File: src/rtl/led_cmd_tx.sv
// Panel command transmitter: encodes one high-level LED command into 1 or 2
// protocol bytes and shifts them out as 8N1 UART, LSB first.
module led_cmd_tx #(
    parameter int CLKS_PER_BIT = 20
) (
    input  logic       clk,
    input  logic       reset,
    input  logic       cmd_valid,
    output logic       cmd_ready,
    input  logic [2:0] cmd_op,
    input  logic [3:0] cmd_col,
    input  logic [2:0] cmd_row,
    input  logic [2:0] cmd_rgb,
    output logic       uart_tx,
    output logic       tx_done,
    output logic       cmd_err
);

    localparam int CNT_W = $clog2(CLKS_PER_BIT);
    localparam logic [CNT_W-1:0] CNT_MAX = CNT_W'(CLKS_PER_BIT - 1);

    typedef enum logic [1:0] {IDLE, START, DATA, STOP} state_t;

    state_t           state, state_next;
    logic [CNT_W-1:0] clk_cnt, clk_cnt_next;
    logic [2:0]       bit_idx, bit_idx_next, bit_inc;
    logic             byte_sel, byte_sel_next;
    logic [7:0]       byte0, byte0_next, byte1, byte1_next;
    logic             two_byte, two_byte_next;
    logic             uart_tx_next, tx_done_next, cmd_err_next;
    logic [7:0]       pixel_byte, cur_byte;
    logic             bit_end;

    assign cmd_ready = (state == IDLE) && !reset;

    always_comb begin
        pixel_byte    = {cmd_col, 1'b0, cmd_row};
        cur_byte      = byte_sel ? byte1 : byte0;
        bit_end       = (clk_cnt == CNT_MAX);
        bit_inc       = bit_idx + 3'd1;

        state_next    = state;
        clk_cnt_next  = bit_end ? '0 : clk_cnt + 1'b1;
        bit_idx_next  = bit_idx;
        byte_sel_next = byte_sel;
        byte0_next    = byte0;
        byte1_next    = byte1;
        two_byte_next = two_byte;
        uart_tx_next  = uart_tx;
        tx_done_next  = 1'b0;
        cmd_err_next  = 1'b0;

        case (state)
            IDLE: begin
                clk_cnt_next  = '0;
                bit_idx_next  = '0;
                byte_sel_next = 1'b0;
                uart_tx_next  = 1'b1;
                if (cmd_valid) begin
                    // The line drops straight into the start bit on acceptance.
                    state_next    = START;
                    uart_tx_next  = 1'b0;
                    two_byte_next = 1'b0;
                    byte1_next    = pixel_byte;
                    case (cmd_op)
                        3'd0: byte0_next = {5'b00000, cmd_rgb};
                        3'd1: begin
                            byte0_next    = 8'h10;
                            two_byte_next = 1'b1;
                        end
                        3'd2: begin
                            byte0_next    = 8'h20;
                            two_byte_next = 1'b1;
                        end
                        3'd3: byte0_next = 8'h30;
                        3'd4: byte0_next = 8'hF0;
                        default: begin
                            state_next   = IDLE;
                            uart_tx_next = 1'b1;
                            cmd_err_next = 1'b1;
                        end
                    endcase
                end
            end
            START: begin
                if (bit_end) begin
                    state_next   = DATA;
                    bit_idx_next = '0;
                    uart_tx_next = cur_byte[0];
                end
            end
            DATA: begin
                if (bit_end) begin
                    if (bit_idx == 3'd7) begin
                        state_next   = STOP;
                        uart_tx_next = 1'b1;
                    end else begin
                        bit_idx_next = bit_inc;
                        uart_tx_next = cur_byte[bit_inc];
                    end
                end
            end
            STOP: begin
                if (bit_end) begin
                    if (two_byte && !byte_sel) begin
                        state_next    = START;
                        byte_sel_next = 1'b1;
                        uart_tx_next  = 1'b0;
                    end else begin
                        state_next   = IDLE;
                        tx_done_next = 1'b1;
                    end
                end
            end
            default: state_next = IDLE;
        endcase
    end

    always_ff @(posedge clk) begin
        if (reset) begin
            state    <= IDLE;
            clk_cnt  <= '0;
            bit_idx  <= '0;
            byte_sel <= 1'b0;
            byte0    <= '0;
            byte1    <= '0;
            two_byte <= 1'b0;
            uart_tx  <= 1'b1;
            tx_done  <= 1'b0;
            cmd_err  <= 1'b0;
        end else begin
            state    <= state_next;
            clk_cnt  <= clk_cnt_next;
            bit_idx  <= bit_idx_next;
            byte_sel <= byte_sel_next;
            byte0    <= byte0_next;
            byte1    <= byte1_next;
            two_byte <= two_byte_next;
            uart_tx  <= uart_tx_next;
            tx_done  <= tx_done_next;
            cmd_err  <= cmd_err_next;
        end
    end

endmodule

File: config.mk
export PLATFORM = sky130hd
export DESIGN_NAME = led_cmd_tx
export DESIGN_NICKNAME = d
export VERILOG_FILES = /design/src/rtl/led_cmd_tx.sv
export SDC_FILE = /design/constraint.sdc
export NUM_CORES = 1
export LEC_CHECK = 0
export ABC_AREA = 1
export BUFFER_PORTS_ARGS = -buffer_cell sky130_fd_sc_hd__clkbuf_2
export CAP_MARGIN = 20
export CORE_UTILIZATION = 40
export DETAILED_ROUTE_END_ITERATION = 6
export HOLD_SLACK_MARGIN = 0.06
export SLEW_MARGIN = 10
export SYNTH_ARGS = -nofsm -noshare
export SYNTH_HDL_FRONTEND = slang
export SYNTH_SLANG_ARGS = --single-unit
File: constraint.sdc
create_clock -name clk -period 1.7 [get_ports clk]
set_input_delay 0.425 -clock clk [delete_from_list [all_inputs] [get_ports clk]]
set_output_delay 0.425 -clock clk [all_outputs]
set_load 0.03 [all_outputs]
[After elaboration in Yosys (flattened, before gate mapping)]
Index checks and enable logic that the tools add are counted.
Operators by class
  add/sub/neg operators: 2
  $lt $le $gt $ge: 1
  eq/ne operators: 16
  multiplexer cells: 29
  bitwise operators: 4
  reductions and logical operators: 20
Operator list (count)
  $pmux W8 S5: 1
  $mux W1: 14
  $ne A2 B2 Y1 const B: 7
  $mux W2: 5
  $mux W3: 3
  $pmux W3 S3: 1
  $reduce_or A3 Y1: 3
  $mux W8: 1
  $pmux W2 S4: 1
  $reduce_and A4 Y1: 2
  $eq A3 B2 Y1 const B: 2
  $eq A3 B3 Y1 const B: 2
  $reduce_and A3 Y1: 2
  $add A5 B1 Y5 const B: 1
  $eq A5 B5 Y1 const B: 1
  $reduce_and A5 Y1: 1
  $reduce_bool A5 Y1: 1
  $reduce_or A5 Y1: 1
  $eq A2 B2 Y1 const B: 2
  $lt A3 B4 Y1 const B: 1
  $not A1 Y1: 4
  $pmux W1 S4: 1
  $add A3 B1 Y3 const B: 1
  $bmux W1 S3: 1
  other kinds (11): 13
Storage, ports and cells
  bits in registers: 30
  bits of input ports: 16
  output and inout port bits: 4
  logic and storage cells: 82

[Logic depth before layout (Yosys ltp)]
  depth after elaboration: 6
  gate-level depth with buffers: 11
  mapped depth without buffers: 11

[Least setup slack after synthesis]
Ideal clock, no wire load.
  path kind: register -> output
  start point: reg state[0]
  end point: out cmd_ready
  arrival: 1.045 ns
  data required time: 1.275 ns
  path slack: 0.230 ns
  cell stages (with the launch flop): 5
  path buffers: 0
  path through: dfxtp_1 inv_1 ha_1 inv_1 nor2_1
On the way
  word-level cells in the longest chain between the ends: 2
Ends and longest elaborated chain
  start, declared: RTL line 24  | state_t state, state_next;
  start signal, assigned: RTL line 132  | state <= state_next;
  $logic_not A2 Y1: RTL line 34  | assign cmd_ready = (state == IDLE) && !reset;
  $logic_and A1 B1 Y1: RTL line 34
  end, declared: RTL line 9  | output logic cmd_ready,
No other way between the ends.

[Worst setup path in the final report]
  start point: reg state[1]
  end point: out cmd_ready
Same word-level chain as after synthesis.

==> impl_summary.log <==
[metrics] CTS tree: yes
[metrics] Max VDD drop: 472 uV
[metrics] Min Clock Period, post-route: between 1.5 and 2 ns
[metrics] part of the cycle the worst path needs: 0.958
[metrics] Clk Tree Root Cell: clkbuf_4
[metrics] area taken by flip-flops and latches: 563 um^2
[metrics] vias in the first global route: roughly 1200
[metrics] Core Box Area: 3150 um^2
[metrics] via total after detailed routing: 1271
[metrics] initial antenna violation count: 0
[metrics] most common library cell in the layout ignoring fill and taps: nand2_1
[metrics] DRC violation count after routing: 0
[metrics] final HPWL from detailed placement: 2330 um
[metrics] number of failing setup endpoints in the final timing report: 0
[metrics] per-cell routed wire length: 11.4 um
[metrics] post-layout worst setup margin: 0.0722 ns
[metrics] last element of the critical path: cmd_ready
[metrics] Ys Warns: 0
[metrics] post-synthesis cell type with the largest combined area: dfxtp_1
[metrics] total gr overflow: 0
[metrics] post-synthesis cell type count: 22
[metrics] final max-slew violation count: 0
[metrics] origin of the critical flop-to-flop path: state[1]
[metrics] violation count after the first detailed-routing iteration: 36
[metrics] number of placement rows: 20
[metrics] Static Leakage: around 0.00075 uW
[metrics] crit path launch: state[1]
[metrics] flop and latch count out of synthesis: 28
[metrics] Multi-input gate area: 722 um^2
[metrics] Die Height: 60.4 um
[metrics] met1 track demand over resource in global routing: 0.265
[metrics] global-route wire length before repair: 5350 um
[metrics] maximum capacitance violations: 0
[metrics] vias per cell: 4.87
[metrics] first-pass iteration count of the detailed router: 4
[metrics] Sum Neg Setup Slack: 0 ns
[metrics] arrival time of data at the critical path endpoint: 1.20 ns
[metrics] worst setup timing slack at the placement stage: 0.155 ns
[metrics] Clock Tree Buf Depth: 2
[metrics] total wirelength of the detailed-routed design: 2970 um
[metrics] total clock buffers created by CTS: 3
[metrics] n_diodes: 0
[metrics] clock latency at the later pin of the worst-skew pair: 0.33 ns
[metrics] gr busiest metal: met2
[metrics] clk slew on worst S/H paths: 0.15 ns
[metrics] reg2reg end: bit_idx[2]
[metrics] Tot GR Track Use: 0.196
[metrics] routability cong.: just over 0.8
[metrics] largest clock skew in the final design: 0.0109 ns
[metrics] maximum achievable frequency: 614 MHz
[metrics] CTS H-Tree Depth: 1
[metrics] maximum number of pins on one net before global-route repair: 16
[metrics] run status: completed
[metrics] area share of the largest cell type after synthesis: 0.411
[metrics] leading cell types in the layout, fill and taps excluded: nand2_1, dfxtp_1, nor2_1
[metrics] share of the yosys chip area belonging to registers: 0.411
[metrics] IO Count: 20
[metrics] Power Dens Cells: 1380 nW/um^2
[metrics] Critical Path Sink Type: primary output
[metrics] count of endpoints failing hold in the final timing report: 0
[metrics] met2 Resource Use GR: 0.316
[metrics] RSZ-0062 raised after global routing: false
[metrics] initial core utilization: 0.433
[metrics] floorplan die area: about 3600 um^2
[metrics] Worst Hold Depth: 3
[metrics] met3 GRT Util: 0.0277
[metrics] area delta synth->final: 17.9%
[metrics] transition time of the tightest slew-check pin: 0.436 ns
[metrics] worst reg-to-reg setup slack: roughly 0.15 ns
[metrics] data required time of the critical path: 1.27 ns
[metrics] sinks on the clock net: 28
[metrics] Antenna Nets Post-Route: 0
[metrics] fill count: 339
[metrics] type of element launching the critical path: flop
[metrics] Syn Inst Count: 192
[metrics] highest net fanout along the worst path: 4
[metrics] Post-Syn Nets: 216
[metrics] share of final-layout standard cells stronger than drive strength 1: 0.198
[metrics] Hold Buf Count CTS: 0
[metrics] FF-to-FF path depth: 8
[metrics] NumNets Final: between 200 and 250
[metrics] normalized max-slew margin: 0.707
[metrics] crit path kind: reg2out
[metrics] Die Span X: ~60 um
[metrics] post-synthesis instance area: between 1000 and 1500 um^2
[metrics] Avg Inst Size Synth: 7.11 um^2
[metrics] Buffers on Ports: 19
[metrics] type of the most critical hold path: in2reg
[metrics] main area contributors after synthesis: dfxtp_1, nand2_1, ha_1, nor2_1, a21oi_1
-- routing by layer --
metal | up-vias | wire [um] | share of wire
met5 | - | 0 | 0
met4 | 0 | 25 | 0.0084
met3 | 4 | 65 | 0.022
met2 | 18 | 1350 | 0.45
met1 | 574 | 1530 | 0.52
li1 | 675 | - | -
-- registers in the layout, summed over array words and instances (netlist names) --
register	flops
byte1	7
state	2
cmd_err	1
tx_done	1
bit_idx	3
uart_tx	1
byte0	6
clk_cnt	5
two_byte	1
byte_sel	1
-- cells in the mapped netlist --
master and number:
ha_1 8, mux2_2 1, nand2_1 45, xor2_1 1
o21bai_1 1, o21ai_2 2, nor3_1 2, a21oi_1 17
or2_2 2, o211ai_1 1, dfxtp_1 28, a31oi_1 1
nor4_1 1, clkbuf_1 3, inv_2 1, o21ai_0 13
a21oi_2 1, inv_1 22, nor2_1 24, o2111ai_1 1
nand3_1 16, nand4_2 1
-- timing repair --
action,in CTS,in global routing
resized for setup,9,3
pin swaps,0,0
buffers inserted,2,0
setup endpoints to repair,1,1
-- through the flow --
stage                     utilization  instance area [um^2]  hold WS [ns]  std cells  total power (uW)
after floorplan                     -                  1370         0.418        192              1550
after global placement          0.484                  1530         0.431        255              1740
after detailed placement        0.484                  1530         0.446        255              1790
after CTS                       0.508                  1600         0.299        261              2210
after global routing            0.510                  1610         0.296        261              2420
final                           0.510                  1610         0.313        261              2220
-- worst min-delay path by stage --
| stage | endpoint | from | slack [ns] |
|---|---|---|---|
| floorplan | clk_cnt[0] | clk_cnt[0] | 0.42 |
| global placement | clk_cnt[0] | clk_cnt[0] | 0.43 |
| detailed placement | clk_cnt[0] | clk_cnt[0] | 0.45 |
| CTS | byte0[1] | cmd_rgb[1] | 0.30 |
| global route | byte0[1] | cmd_rgb[1] | 0.30 |
| finish | byte0[1] | cmd_rgb[1] | 0.31 |
-- cells by family (layout without fill, tap and decap cells) --
family	count (synthesis)	count (layout)	share of synthesized area
compound gates	37	37	0.151
xor+xnor	1	1	0.00642
fa+ha+maj	8	8	0.0733
buf+inv	26	51	0.0715
flops	28	28	0.411
mux	1	1	0.00825
simple gates	91	91	0.279
-- where the power goes --
group	internal [uW]	switching, uW	total, uW	leakage (uW)
Combinational	404	646	1050	0.000499
Sequential	780	66.6	847	0.000230
Clock	131	190	321	0.0000210
Total	1320	903	2220	0.000750
-- critical path, stage by stage (launching register included) --
cell      delay, ns
dfxtp_2        0.38
inv_4          0.05
ha_4           0.15
inv_2          0.09
nor2_2         0.04
clkbuf_8       0.16
-- final cells by class --
cell class | instances | area share
tap | 44 | 0.0342
timing repair buffer | 24 | 0.0879
multi-input combinational | 138 | 0.449
clock buffer | 4 | 0.0226
sequential | 28 | 0.350
inverter | 23 | 0.0568
No activity file was read; power rests on OpenSTA's default activity.
